===== src/rtl/xadc_drp_scanner.sv =====
// xadc_drp_scanner
//   Walks NUM_CH XADC status registers over the DRP port, one read per
//   channel, and keeps the 12-bit results in a per-channel bank. User DRP
//   writes are granted only between scans.
//
//   Optional build macro: XADC_AVG_EN -- per-channel exponential average
//   (avg += (new - avg) >>> AVG_SHIFT) stored in place of the raw sample.
//
// Ports
//   clk, rst                 DRP clock, asynchronous active-low reset
//   scan_mode, start, eos    trigger selection (0: start, 1: eos)
//   usr_wr/addr/data/ack     user write request (level) and completion pulse
//   den/dwe/daddr/din        DRP request outputs
//   dout/drdy                DRP response inputs
//   res_valid/ch/data        per-channel result strobe
//   res_bank                 all stored results, channel i at [12i+11:12i]
//   scan_done, busy          pass-complete pulse, non-idle indicator
//   timeout_err, overrun     sticky error flags
module xadc_drp_scanner #(
    parameter int                  NUM_CH    = 4,
    parameter logic [7*NUM_CH-1:0] CH_ADDRS  = 28'h0608080,
    parameter int                  CH_W      = 2,
    parameter int                  TIMEOUT   = 63,
    parameter int                  AVG_SHIFT = 2
) (
    input  logic                 clk,
    input  logic                 rst,
    input  logic                 scan_mode,
    input  logic                 start,
    input  logic                 eos,
    input  logic                 usr_wr,
    input  logic [6:0]           usr_addr,
    input  logic [15:0]          usr_data,
    output logic                 usr_ack,
    output logic                 den,
    output logic                 dwe,
    output logic [6:0]           daddr,
    output logic [15:0]          din,
    input  logic [15:0]          dout,
    input  logic                 drdy,
    output logic                 res_valid,
    output logic [CH_W-1:0]      res_ch,
    output logic [11:0]          res_data,
    output logic [NUM_CH*12-1:0] res_bank,
    output logic                 scan_done,
    output logic                 busy,
    output logic                 timeout_err,
    output logic                 overrun
);
    localparam int TW = $clog2(TIMEOUT + 2);

    typedef enum logic [2:0] {IDLE, RD_ISSUE, RD_WAIT, STORE, WR_ISSUE, WR_WAIT} state_t;

    state_t                  state_q, state_d;
    logic [CH_W-1:0]         idx_q, idx_d;
    logic                    pend_q, pend_d;
    logic [TW-1:0]           tcnt_q, tcnt_d;
    logic [11:0]             cap_q, cap_d;
    logic                    skip_q, skip_d;   // channel timed out: advance without storing
    logic [NUM_CH-1:0][11:0] bank_q, bank_d;
    logic                    terr_q, terr_d;
    logic                    ovr_q, ovr_d;
    logic                    ack_q, ack_d;

    logic                    trig, last, tmo;
    logic [11:0]             new_val;
    logic                    unused_ok;

    assign trig      = scan_mode ? eos : start;
    assign last      = (idx_q == CH_W'(NUM_CH - 1));
    assign tmo       = (tcnt_q == TW'(TIMEOUT));
    assign unused_ok = ^{dout[3:0], AVG_SHIFT[0]};

`ifdef XADC_AVG_EN
    logic [NUM_CH-1:0]  seeded_q, seeded_d;
    logic signed [12:0] avg_old, diff, step, avg_new;

    assign avg_old = $signed({1'b0, bank_q[idx_q]});
    assign diff    = $signed({1'b0, cap_q}) - avg_old;
    assign step    = diff >>> AVG_SHIFT;
    assign avg_new = avg_old + step;
    // first sample after reset seeds the average directly
    assign new_val = seeded_q[idx_q] ? avg_new[11:0] : cap_q;
`else
    assign new_val = cap_q;
`endif

    always_comb begin
        state_d   = state_q;
        idx_d     = idx_q;
        pend_d    = pend_q;
        tcnt_d    = tcnt_q;
        cap_d     = cap_q;
        skip_d    = skip_q;
        bank_d    = bank_q;
        terr_d    = terr_q;
        ovr_d     = ovr_q;
        ack_d     = 1'b0;
`ifdef XADC_AVG_EN
        seeded_d  = seeded_q;
`endif
        den       = 1'b0;
        dwe       = 1'b0;
        daddr     = 7'd0;
        din       = 16'd0;
        res_valid = 1'b0;
        res_ch    = '0;
        res_data  = 12'd0;
        scan_done = 1'b0;

        // A trigger that is not consumed this cycle is queued (one deep).
        if (trig && (state_q != IDLE || (usr_wr && !ack_q))) begin
            if (pend_q) ovr_d = 1'b1;
            else        pend_d = 1'b1;
        end

        case (state_q)
            IDLE: begin
                // ack_q blocks the still-held request in the ack cycle itself
                if (usr_wr && !ack_q) begin
                    state_d = WR_ISSUE;
                end else if (pend_q || trig) begin
                    state_d = RD_ISSUE;
                    idx_d   = '0;
                    pend_d  = 1'b0;
                end
            end
            RD_ISSUE: begin
                den     = 1'b1;
                daddr   = CH_ADDRS[7*int'(idx_q) +: 7];
                tcnt_d  = '0;
                state_d = RD_WAIT;
            end
            RD_WAIT: begin
                if (drdy) begin
                    cap_d   = dout[15:4];
                    skip_d  = 1'b0;
                    state_d = STORE;
                end else if (tmo) begin
                    terr_d  = 1'b1;
                    skip_d  = 1'b1;
                    state_d = STORE;
                end else begin
                    tcnt_d  = tcnt_q + TW'(1);
                end
            end
            STORE: begin
                if (!skip_q) begin
                    bank_d[idx_q] = new_val;
                    res_valid     = 1'b1;
                    res_ch        = idx_q;
                    res_data      = new_val;
`ifdef XADC_AVG_EN
                    seeded_d[idx_q] = 1'b1;
`endif
                end
                if (last) begin
                    scan_done = 1'b1;
                    idx_d     = '0;
                    state_d   = IDLE;
                end else begin
                    idx_d     = idx_q + CH_W'(1);
                    state_d   = RD_ISSUE;
                end
            end
            WR_ISSUE: begin
                den     = 1'b1;
                dwe     = 1'b1;
                daddr   = usr_addr;
                din     = usr_data;
                tcnt_d  = '0;
                state_d = WR_WAIT;
            end
            WR_WAIT: begin
                if (drdy || tmo) begin
                    if (!drdy) terr_d = 1'b1;
                    ack_d   = 1'b1;
                    state_d = IDLE;
                end else begin
                    tcnt_d  = tcnt_q + TW'(1);
                end
            end
            default: state_d = IDLE;
        endcase
    end

    always_ff @(posedge clk or negedge rst) begin
        if (!rst) begin
            state_q  <= IDLE;
            idx_q    <= '0;
            pend_q   <= 1'b0;
            tcnt_q   <= '0;
            cap_q    <= 12'd0;
            skip_q   <= 1'b0;
            bank_q   <= '0;
            terr_q   <= 1'b0;
            ovr_q    <= 1'b0;
            ack_q    <= 1'b0;
`ifdef XADC_AVG_EN
            seeded_q <= '0;
`endif
        end else begin
            state_q  <= state_d;
            idx_q    <= idx_d;
            pend_q   <= pend_d;
            tcnt_q   <= tcnt_d;
            cap_q    <= cap_d;
            skip_q   <= skip_d;
            bank_q   <= bank_d;
            terr_q   <= terr_d;
            ovr_q    <= ovr_d;
            ack_q    <= ack_d;
`ifdef XADC_AVG_EN
            seeded_q <= seeded_d;
`endif
        end
    end

    assign busy        = (state_q != IDLE);
    assign usr_ack     = ack_q;
    assign timeout_err = terr_q;
    assign overrun     = ovr_q;
    assign res_bank    = bank_q;

endmodule

===== config.mk =====
export PLATFORM = sky130hd
export DESIGN_NAME = xadc_drp_scanner
export DESIGN_NICKNAME = d
export VERILOG_FILES = /design/src/rtl/xadc_drp_scanner.sv
export SDC_FILE = /design/constraint.sdc
export NUM_CORES = 1
export LEC_CHECK = 0
export CORE_MARGIN = 2
export CORE_UTILIZATION = 30
export DETAILED_ROUTE_END_ITERATION = 8
export SLEW_MARGIN = 20
export SYNTH_ARGS = -nofsm -noshare
export SYNTH_HDL_FRONTEND = slang
export SYNTH_SLANG_ARGS = --single-unit

===== constraint.sdc =====
create_clock -name clk -period 1.7 [get_ports clk]
set_input_delay 0.34 -clock clk [delete_from_list [all_inputs] [get_ports clk]]
set_output_delay 0.34 -clock clk [all_outputs]
set_load 0.02 [all_outputs]

==> summary.txt <==
Pwr
  – Gate power share: 55.1%
  – Pint: between 7 and 8 mW
  – Seq pwr share: 27.8%
  – Leakage: 3.02 nW
  – Clock share of power: 17.1%
  – Switching share of power: 36.9%
  – Sw Pwr: 4.29 mW
  – Max rail drop VDD: about 710 uV
  – Pwr dens: 1790 nW/um2

Placement
  – Setup Slack @ Placement: -0.319 ns
  – Detailed-placement wirelength estimate: ~7.3 mm
  – Routability cong.: approximately 0.86
  – Quantity of I/O buffers inserted on ports: 134
  – Area after DPL: 5670 um2

Detailed routing
  – Routed Antenna Nets: 0
  – Met2 WL: 5.31 mm
  – Routed wl met3: 746 um
  – DRC: 0
  – DR top layer: met4
  – DR vias: 3165
  – Met1 Wirelength: 4.92 mm
  – WL/cell: approximately 17 um
  – Overall routed net length: 11.2 mm
  – Via density: approximately 4.7
  – DRT Pass-1 Iters: 4
  – Number of DRC markers in iteration 0: 160

Synth
  – Synth top cells by count: dfrtp_1 (77), mux2_4 (40), and2_1 (35)
  – Post-synth ARST share: 100%
  – Flops & latches, synth: 77
  – Share of the synthesized area in the top cell type: between 40% and 50%
  – Syn_nets: 357
  – Post-synth EDFFs: 0
  – Synth Flop Type: dfrtp_1
  – Synth unique cells: 49
  – Syn Area/Cell: 12.7 um2
  – Count leader, synth: dfrtp_1
  – Area contributors post-synth: dfrtp_1 (50%), mux2_4 (16%), mux2_2 (6.1%), and2_1 (5.7%), a21oi_1 (1.7%)
  – Yosys top cell by area: dfrtp_1
  – Sequential-to-total area share from yosys stat: 49.8%
  – Synthesized cell area: 3870 um2
  – Yosys warns: 0
  – Gate Count Post-Synth: 306

Global routing
  – Total global routing overflow: 0
  – Initial antenna violation count: 0
  – First-pass GRT wire length: approximately 18 mm
  – Largest net degree at the start of global routing: 78
  – Vias in the first global route: 3248
  – Global-route usage over all layers: ~17%

Clocking
  – Worst-path clk slew: 0.06 ns
  – CTS tree: yes
  – Root Driver: clkbuf_16
  – Clk sinks: 77
  – H-tree levels: 3
  – CTS Buf Count: 9
  – CTS Hold Bufs: 0
  – Skew-Pair Late Insertion Delay: 0.34 ns
  – Clk buf depth: 2

Setup path
  – Crit path DAT: 1.55 ns
  – Startpoint types: flop
  – Worst EP required: approximately 1.4 ns
  – Crit Path Category: flop to primary output
  – CP endpoint kind: primary output
  – Crit path max fanout: 4

Timing
  – Fmax: ~530 MHz
  – Setup ws final: -0.186 ns
  – Tcrit/Tclk final: 111%
  – RSZ-0062 raised after global routing: yes
  – Worst hold slack: 0.0176 ns
  – Slew Limit Fails: 0
  – Worst Tran Pin Value: 0.416 ns
  – Rel. slew slack: 72.3%
  – Min Clock Period, post-route: 1.89 ns
  – Setup TNS: -11.99 ns
  – Final setup violation count: 100
  – Clk_skew: between 0.005 and 0.006 ns
  – Final hold vios: 0

Layout
  – Synth-to-Final Area Change: 67.2%
  – Share of cells above drive strength 1: 47.4%
  – ANT cells: 0
  – Final Core Density: 51.3%
  – Fill cell count: 1127
  – Nets: 544
  – Final Instance Area: 6470 um2

Floorplanning
  – Die width: ~120 um
  – Die area: 13800 um2
  – Rows: 41
  – Die Y: ~120 um
  – Placeable Area: 12600 um2
  – IO Pins: 139
  – Initial Util: between 30% and 40%

Min path
  – Hold crit path type: input port to asynchronous set/reset pin

Run
  – Max-cap violation count: 0

Run status
  – Status: finished with violations
  – Failing checks: negative setup slack
[power by group through the flow]
stage	Combinational, mW	Clock, mW	Sequential [mW]
after floorplan	2.41	0	3.79
after CTS	6.33	2.03	3.22
final	6.39	1.99	3.23
after detailed placement	5.57	0	3.21
after global routing	6.76	2.10	3.34
after global placement	5.51	0	3.19
[flip-flops by register name, indices dropped and copies added, names as in the netlist, 2 cells and up]
register,count
res_bank,48
cap_q,12
state_q,3
tcnt_q,7
idx_q,2
[path summary, 6_finish.rpt]
check | depth (start not counted) | endpoint | from | slack, ns
max in group asynchronous | 2 | state_q[0]$_DFFE_PN0P_ | rst | 1.34
worst min-delay path | 2 | res_bank[10]$_DFFE_PN0P_ | rst | 0.02
worst max-delay path | 5 | res_data[7] | state_q[2]$_DFFE_PN0P_ | -0.19
min in group clk | 1 | overrun$_DFFE_PN0P_ | overrun$_DFFE_PN0P_ | 0.47
worst min register to register | 1 | overrun$_DFFE_PN0P_ | overrun$_DFFE_PN0P_ | 0.47
worst max register to register | 5 | cap_q[2]$_DFFE_PN0P_ | state_q[0]$_DFFE_PN0P_ | -0.14
[cell families (layout without fill, tap and decap cells)]
| logic type | count (synthesis) | in the layout | share of synthesized area [%] |
|---|---|---|---|
| AND/OR/NAND/NOR | 92 | 97 | 14.9 |
| XOR/XNOR | 1 | 1 | 0.226 |
| buffers and inverters | 23 | 210 | 3.46 |
| flip-flops | 77 | 77 | 49.8 |
| multiplexers | 63 | 63 | 22.1 |
| adder cells (fa/ha/maj) | 5 | 5 | 1.62 |
| AO/OA/AOI/OAI | 45 | 45 | 7.92 |
[critical path: stages, from the launching register on]
cell and delay (ns):
dfrtp_1 0.42, nand3b_4 0.25, nor2_4 0.17, buf_6 0.13
and2_4 0.14, buf_6 0.10
[what timing repair did]
item | CTS | global route
buffers inserted | 10 | 3
gates cloned | 7 | 0
pin swaps | 34 | 7
setup endpoints to repair | 104 | 109
gates resized for setup | 312 | 22
[cell usage in the layout, fill, tap and decap left out, types with 11 or more instances in the layout]
master / Yosys / final
buf_6: 5 / 48
mux2_4: 40 / 43
and2_4: 0 / 33
buf_4: 1 / 43
a21oi_1: 13 / 11
dfrtp_1: 77 / 74
nor2_1: 15 / 13
clkdlybuf4s50_1: 0 / 87
mux2_2: 21 / 18
[routing by layer]
metal	track usage [%]	vias up
met1	21.8	1549
met5	0	-
li1	-	1470
met4	6.25	0
met2	26.5	132
met3	3.78	14
[metrics by stage]
| stage | power, mW | instances |
|---|---|---|
| 3_3_place_gp | 8.70 | 638 |
| 5_1_grt | 12.2 | 670 |
| 6_report | 11.6 | 670 |
| 4_1_cts | 11.6 | 668 |
| 3_5_place_dp | 8.78 | 638 |
| 2_1_floorplan | 6.21 | 306 |
[final cells by class]
type	instances	area [um2]	area share, %
timing repair buffer	187	1890	29.1
sequential	77	1930	29.8
multi-input combinational	211	2100	32.5
inverter	7	26.3	0.406
tap	172	215	3.32
clock inverter	5	58.8	0.908
clock buffer	11	253	3.90
Power figures use the tool's default switching activity.
